**config.mk**
```make
export PLATFORM = sky130hd
export DESIGN_NAME = mmio_timer
export DESIGN_NICKNAME = d
export VERILOG_FILES = /design/src/rtl/mmio_timer.sv
export SDC_FILE = /design/constraint.sdc
export NUM_CORES = 1
export LEC_CHECK = 0
export CAP_MARGIN = 10
export CORE_MARGIN = 1
export CORE_UTILIZATION = 60
export CTS_CLUSTER_SIZE = 20
export DETAILED_ROUTE_END_ITERATION = 8
export PLACE_DENSITY_LB_ADDON = 0.1
export SYNTH_ARGS = -nofsm -noshare
export SYNTH_HDL_FRONTEND = slang
export SYNTH_SLANG_ARGS = --single-unit
export TNS_END_PERCENT = 5
```
**constraint.sdc**
```tcl
create_clock -name clk -period 2.8 [get_ports clk]
set_clock_uncertainty 0.05 [all_clocks]
set_input_delay 0.56 -clock clk [delete_from_list [all_inputs] [get_ports clk]]
set_output_delay 0.56 -clock clk [all_outputs]
set_load 0.01 [all_outputs]
```
**src/rtl/mmio_timer.sv**
```systemverilog
// mmio_timer: memory-mapped 64-bit machine timer with prescaler and level irq.
// Define TIMER_SNAPSHOT_EN to make a MTIME_LO read latch mtime[63:32] for the following MTIME_HI read.
module mmio_timer #(
   parameter int PRESCALE_W = 8,
   parameter int ADDR_W = 5
) (
   input  logic              clk,
   input  logic              rst_n,
   input  logic              sel,
   input  logic [ADDR_W-1:0] addr,
   input  logic [31:0]       wdata,
   input  logic [3:0]        wenable,
   output logic [31:0]       rdata,
   output logic              irq
);
   logic [63:0] mtime, mtimecmp;
   logic en;
   logic [PRESCALE_W-1:0] div, pcnt;
   logic [31:0] bmask, ctrl, ctrl_new, rval, mt_lo, mt_hi, hi_rd;
   logic [2:0] idx;
   logic wr, rd, tick, div_wr, mt_wr, unused_bits;

   function automatic logic [31:0] merge(input logic [31:0] old, input logic [31:0] d, input logic [31:0] m);
      return (old & ~m) | (d & m);
   endfunction

   assign idx = addr[4:2];
   assign wr = sel && |wenable;
   assign rd = sel && wenable == 4'h0;
   assign bmask = {{8{wenable[3]}}, {8{wenable[2]}}, {8{wenable[1]}}, {8{wenable[0]}}};
   assign ctrl = 32'({div, 8'(en)});
   assign ctrl_new = merge(ctrl, wdata, bmask);
   assign div_wr = wr && idx == 3'd4 && |bmask[8 +: PRESCALE_W];
   assign tick = en && pcnt == div;
   // a write to either mtime half replaces the increment, carry included
   assign mt_wr = wr && (idx == 3'd0 || idx == 3'd1);
   assign mt_lo = (wr && idx == 3'd0) ? merge(mtime[31:0], wdata, bmask) : mtime[31:0];
   assign mt_hi = (wr && idx == 3'd1) ? merge(mtime[63:32], wdata, bmask) : mtime[63:32];
   assign unused_bits = ^{addr, ctrl_new};

`ifdef TIMER_SNAPSHOT_EN
   logic [31:0] shadow;
   always_ff @(posedge clk or negedge rst_n) begin
      if (!rst_n) shadow <= '0;
      else if (rd && idx == 3'd0) shadow <= mtime[63:32];
   end
   assign hi_rd = shadow;
`else
   assign hi_rd = mtime[63:32];
`endif

   always_comb begin
      rval = 32'h0;
      case (idx)
         3'd0: rval = mtime[31:0];
         3'd1: rval = hi_rd;
         3'd2: rval = mtimecmp[31:0];
         3'd3: rval = mtimecmp[63:32];
         3'd4: rval = ctrl;
         3'd5: rval = {31'h0, irq};
         default: rval = 32'h0;
      endcase
   end

   always_ff @(posedge clk or negedge rst_n) begin
      if (!rst_n) begin
         mtime <= '0;
         mtimecmp <= '1;
         en <= 1'b0;
         div <= '0;
         pcnt <= '0;
         rdata <= '0;
         irq <= 1'b0;
      end else begin
         rdata <= rd ? rval : 32'h0;
         irq <= mtime >= mtimecmp;
         pcnt <= (div_wr || tick) ? '0 : en ? pcnt + PRESCALE_W'(1) : pcnt;
         mtime <= mt_wr ? {mt_hi, mt_lo} : tick ? mtime + 64'd1 : mtime;
         if (wr && idx == 3'd2) mtimecmp[31:0] <= merge(mtimecmp[31:0], wdata, bmask);
         if (wr && idx == 3'd3) mtimecmp[63:32] <= merge(mtimecmp[63:32], wdata, bmask);
         if (wr && idx == 3'd4) begin
            en <= ctrl_new[0];
            div <= ctrl_new[8 +: PRESCALE_W];
         end
      end
   end
endmodule

```
==> impl_metrics.yaml, run 1 <==
run_status:
  status: "finished with violations"
  violations: "DRC, hold timing, setup timing"
power:
  total_power_w: 0.009240
  power.density_nw_per_um2: 659.2
  p_leak_nw: 5.944
  ir_worst_vdd_mv: 0.5299
clock_tree:
  cts_sinks: 178
  clk_pin_slew_ns: 0.07
  cts.repair.resized: 0
  clock-root-buffer: "clkbuf_16"
  cts_buffers: 17
  clockBufferDepth: 2
  htree_levels: 4
  cts_tree: "done"
  insertion_delay_ns: 0.44
  cts_hold_buffers: 0
layout:
  mostFrequentLayoutCell: "buf_4"
  drive_gt1_share_pct: 20.47
  syn_to_final_growth_pct: 24.26
  final_cell_area_um2: 14020
  antenna_cells: 0
  final_core_util_pct: 76.97
  final_cell_mix: "buf_4 (167), nand2_1 (148), dfrtp_1 (114), nor2_1 (111), o21ai_0 (108)"
  fillers: 1320
  nets: 1616
synth:
  synth_edf_count: 0
  synth_nets: 1422
  yosys_warnings: 0
  synth_area_leaders: "dfrtp_1 (25%), dfstp_2 (15%), ha_1 (7.3%)"
  yosysTopAreaCellShare_pct: 25.29
  avgSynthCellArea_um2: 8.597
  yosysTopAreaCell: "dfrtp_1"
  synth.distinct_cells: 79
  ys_seq_area_share_pct: 40.20
  syn-cell-area_um2: 11280
  postSynthCellCount: 1312
  ys_async_sr_fraction_pct: 100.0
  synth_ff_type: "dfrtp_1"
  postSynthRegisterBits: 178
place:
  place_area_um2: 13390
  place.gp.congestion: 1.017
  dpl_worst_slack_ns: -0.2614
  detailed_place_hpwl_um: 29930
  port_buffers: 74
sta:
  fin_ws_ns: -0.001802
  setup_viol: 1
  slew_headroom_pct: 52.24
  slew_viol_final: 0
  whs_ns: -0.01631
  fmax_mhz: 356.9
  timing.final.crit_share_pct: 100.1
  tightest_slew_ns: 0.7089
  min_period_ns: 2.802
  final-hold-violation-count: 9
setup_path:
  reg2reg_slack_ns: -0.002
  cp_max_fo: 3
  arrival_ns: 3.11
  cpMostUsedCell: "buf_4"
  critPathKind: "reg2reg"
  end_kind: "register"
  cp-start-kind: "register"
  max_stage_delay_ns: 0.54
  rr_endpoint: "irq"
  reg2reg_depth: 11
  crit_required_ns: 3.11
  critPathSlowestCell: "dfstp_2"
  path_cells: "inv_1, ha_1, nand4_1, nor4_1, buf_4, nand2_1, a311oi_1, buf_4, nor4_1, buf_4, o211ai_1"
floorplanning:
  coreArea_um2: 18210
  num_rows: 49
  die_w_um: 139.1
  die_area_um2: 19350
  die_h_um: 139.1
  ios: 77
  initial_core_util_pct: 61.95
route:
  dr.pass1.iters: 9
  routed_via_density: 6.714
  antenna_left: 0
  drcViolationCount: 2
  initialDrtViolationCount: 1538
  wl_per_cell_um: 23.04
  drt_wl_total_um: 40280
  vias: 11740
grt:
  grt-ovfl-total: 0
  grt_pass1_wl_um: 63050
  antenna_found_initial: 0
  grt_max_degree: 60
  grt_pass1_vias: 11350
  grtUsageTotal_pct: 42.69
run:
  maxCapViolCount: 0
min_path:
  hold_path_class: "in2async"
-- cell usage after synthesis, drive strengths merged, types with 6 or more instances --
cell and number:
nand2 148, o21ai 123, dfrtp 114, nor2 112
a21oi 94, inv 84, ha 66, dfstp 64
a22oi 58, clkbuf 52, nand3 49, nand4 39
nor3 36, nor4 24, buf 19, a21o 15
o22ai 14, a221oi 12, a31oi 12, mux2 12
o211ai 12, xnor2 11, and3 10, or2 8
or4 8, and2 7, a311oi 6, o221a 6
or3 6
-- critical path, delay by kind of cell, from the launching register on --
family                   cells  cell delay, ns
flip-flops                   1            0.54
adder cells (fa/ha/maj)      1            0.30
buffers and inverters        4            0.57
AO/OA/AOI/OAI                2            0.45
AND/OR/NAND/NOR              4            0.80
-- power by group --
| group | internal (W) | switching (W) | total (W) |
|---|---|---|---|
| clock network | 0.00136 | 0.00119 | 0.00255 |
| registers | 0.00324 | 0.000518 | 0.00376 |
| logic | 0.00123 | 0.00170 | 0.00293 |
-- what timing repair did --
action	in CTS	in global routing
endpoints found under the hold margin	0	0
endpoints found under the setup margin	0	1
setup buffers	0	1
-- worst max-delay path by stage --
stage	from	endpoint	slack, ns	cells past startpoint
3_5_place_dp	wenable[2]	register	-0.26	9
4_1_cts	register	irq	0.11	11
3_3_place_gp	wenable[2]	register	-0.27	8
6_report	register	irq	-0.002	11
5_1_grt	register	irq	-0.01	11
2_1_floorplan	wenable[1]	register	0.32	8
-- per-stage QoR --
stage	setup TNS, ns	cells
final	-0.001802	1748
after floorplan	0	1312
after global routing	-0.01413	1748
after CTS	0	1747
after detailed placement	-5.940	1715
after global placement	-5.527	1715
-- per-layer routing --
layer / part of all wire (%) / track usage [%] / vias to the layer above / wire (µm)
li1: - / - / 5204 / -
met1: 39 / 56.27 / 5565 / 15520
met2: 45 / 66.06 / 796 / 18090
met3: 11 / 8.011 / 171 / 4300
met4: 5.9 / 24.85 / 0 / 2368
met5: 0 / 0 / - / 0
-- cells by family after synthesis --
| kind of cell | share of synthesized area [%] |
|---|---|
| and+or+nand+nor | 21.11 |
| AOI/OAI and AO/OA | 23.25 |
| DFF | 40.20 |
| buffers and inverters | 5.324 |
| adders and majority gates | 7.321 |
| xor gates and xnor gates | 1.242 |
| muxes | 1.553 |
-- cell type report --
cell class,instances,area (µm²),area share (%)
multi-input combinational,979,6165,43.98
sequential,178,4534,32.35
timing repair buffer,246,2096,14.95
clock buffer,18,429.2,3.062
inverter,84,315.3,2.250
tap,229,286.5,2.044
clock inverter,14,190.2,1.357
(Power assumes the default switching activity.)
==> run 2, diff against run 1 <==
REMOVE_ABC_BUFFERS = 1   (was default)
==> run 2 against run 1 <==
  * The flow finishes with violations (DRC)
  * Combinational power barely moved
  * Design area is 0.54% higher
  * Clock power is 2% lower
  * Power is 0.48% lower
  * First-iteration DRC count rose by 5.4%
  * Global-route usage increased by 0.77 points
  * Wire length up 0.58%
  * Die area did not move
  * Sequential share of layout area is 0.16 points lower
  * Worst hold slack improved by 0.067 ns
  * Sequential power hardly changed
  * Fmax rose by 5.3%
==> impl_metrics.yaml, run 2 (synthesized netlist as in run 1, its figures left out) <==
run_status:
  status: "finished with violations"
  violations: "DRC"
setup_path:
  arrival_ns: 2.98
  max_stage_delay_ns: 0.53
  crit_required_ns: 3.12
  critPathSlowestCell: "dfstp_2"
  critPathKind: "reg2reg"
  path_cells: "inv_1, ha_1, nand4_1, nor4_2, nand2_1, a311oi_1, nor4_1, buf_4, o211ai_1"
  cp_max_fo: 2
  end_kind: "register"
  cp-start-kind: "register"
clock_tree:
  clk_pin_slew_ns: 0.08
  insertion_delay_ns: 0.45
  cts_sinks: 178
  htree_levels: 4
  clock-root-buffer: "clkbuf_16"
  clockBufferDepth: 2
  cts_buffers: 17
  cts_tree: "done"
sta:
  whs_ns: 0.05119
  min_period_ns: 2.660
  slew_viol_final: 0
  tightest_slew_ns: 0.6617
  setup_viol: 0
  slew_headroom_pct: 55.42
  fmax_mhz: 376.0
  final-hold-violation-count: 0
  timing.final.crit_share_pct: 94.98
  rsz0062_at_grt: "no"
power:
  p_leak_nw: 5.975
  ir_worst_vdd_mv: 0.5068
  power.density_nw_per_um2: 652.6
floorplanning:
  coreArea_um2: 18210
  die_h_um: 139.1
  num_rows: 49
  die_area_um2: 19350
  ios: 77
  die_w_um: 139.1
  initial_core_util_pct: 61.95
route:
  vias: 11680
  wl_per_cell_um: 23.10
  initialDrtViolationCount: 1621
  drt_wl_total_um: 40510
  dr.pass1.iters: 9
  antenna_left: 0
  drcViolationCount: 6
  routed_via_density: 6.661
grt:
  grt_pass1_wl_um: 64430
  antenna_found_initial: 0
  top_usage_layer: "met2"
  grt_pass1_vias: 11720
  grt_use_met2_pct: 69.38
  grt_max_degree: 67
  grt.met3_usage_pct: 7.631
  grt-ovfl-total: 0
  use_met1_pct: 56.07
  grtUsageTotal_pct: 43.46
place:
  detailed_place_hpwl_um: 30560
  port_buffers: 74
  dpl.cell_count: 1722
  place.gp.congestion: 1.069
layout:
  final_cells: 1754
  syn_to_final_growth_pct: 24.92
  nets: 1622
  mostFrequentLayoutCell: "buf_4"
  antenna_cells: 0
  final_cell_mix: "buf_4 (171), nand2_1 (148), dfrtp_1 (113), nor2_1 (111), o21ai_0 (108)"
  drive_gt1_share_pct: 21.05
run:
  maxCapViolCount: 0
min_path:
  hold_path_class: "in2async"
## run 2: worst paths after layout
kind                           from  slack [ns]                    endpoint  cells past startpoint
setup / recovery           register        0.14                         irq                      9
hold / removal                rst_n        0.05                   rdata[21]                      1
setup reg to reg           register        0.14                         irq                      9
hold reg to reg            register        0.47                    register                      2
max in group asynchronous     rst_n        1.89  asynchronous set/reset pin                      2
min in group clk           register        0.47                    register                      2
## run 2: area by class of cell
cell class | count | area, µm²
inverter | 84 | 315.3
clock buffer | 18 | 439.2
multi-input combinational | 979 | 6186
clock inverter | 14 | 160.2
timing repair buffer | 252 | 2168
tap | 229 | 286.5
sequential | 178 | 4536
fill | 1313 | 4118
## run 2: through the flow
step	TNS, ns	utilization [%]	worst slack (ns)	power (W)	cell area [µm²]
CTS	0	77.26	0.1210	0.009111	14070
floorplan	-56.66	-	-1.106	0.005321	10990
global placement	-7.448	73.97	-0.2590	0.006492	13470
finish	0	77.39	0.1404	0.009195	14090
global route	0	77.39	0.008428	0.009634	14090
detailed placement	-8.332	73.97	-0.2821	0.006637	13470
## run 2: worst max-delay path, delay by kind of cell, from the launching register on
family | cells | cell delay, ns
simple gates | 4 | 0.88
compound gates | 2 | 0.57
flops | 1 | 0.53
fa+ha+maj | 1 | 0.30
buf+inv | 2 | 0.24
## run 2: metal layers
metal / part of all wire, % / wire [µm] / up-vias
li1: - / - / 5219
met1: 39 / 15650 / 5576
met2: 46 / 18530 / 746
met3: 10 / 4116 / 143
met4: 5.5 / 2220 / 0
met5: 0 / 0 / -
## run 2: repair_timing
item,CTS,global route
buffers inserted,0,0
resized for setup,0,4
setup endpoints to repair,0,4
hold buffers,0,0
## run 2: power by group
| part | internal [W] | switching (W) |
|---|---|---|
| Clock | 0.00130 | 0.00119 |
| Sequential | 0.00324 | 0.000511 |
| Combinational | 0.00124 | 0.00172 |
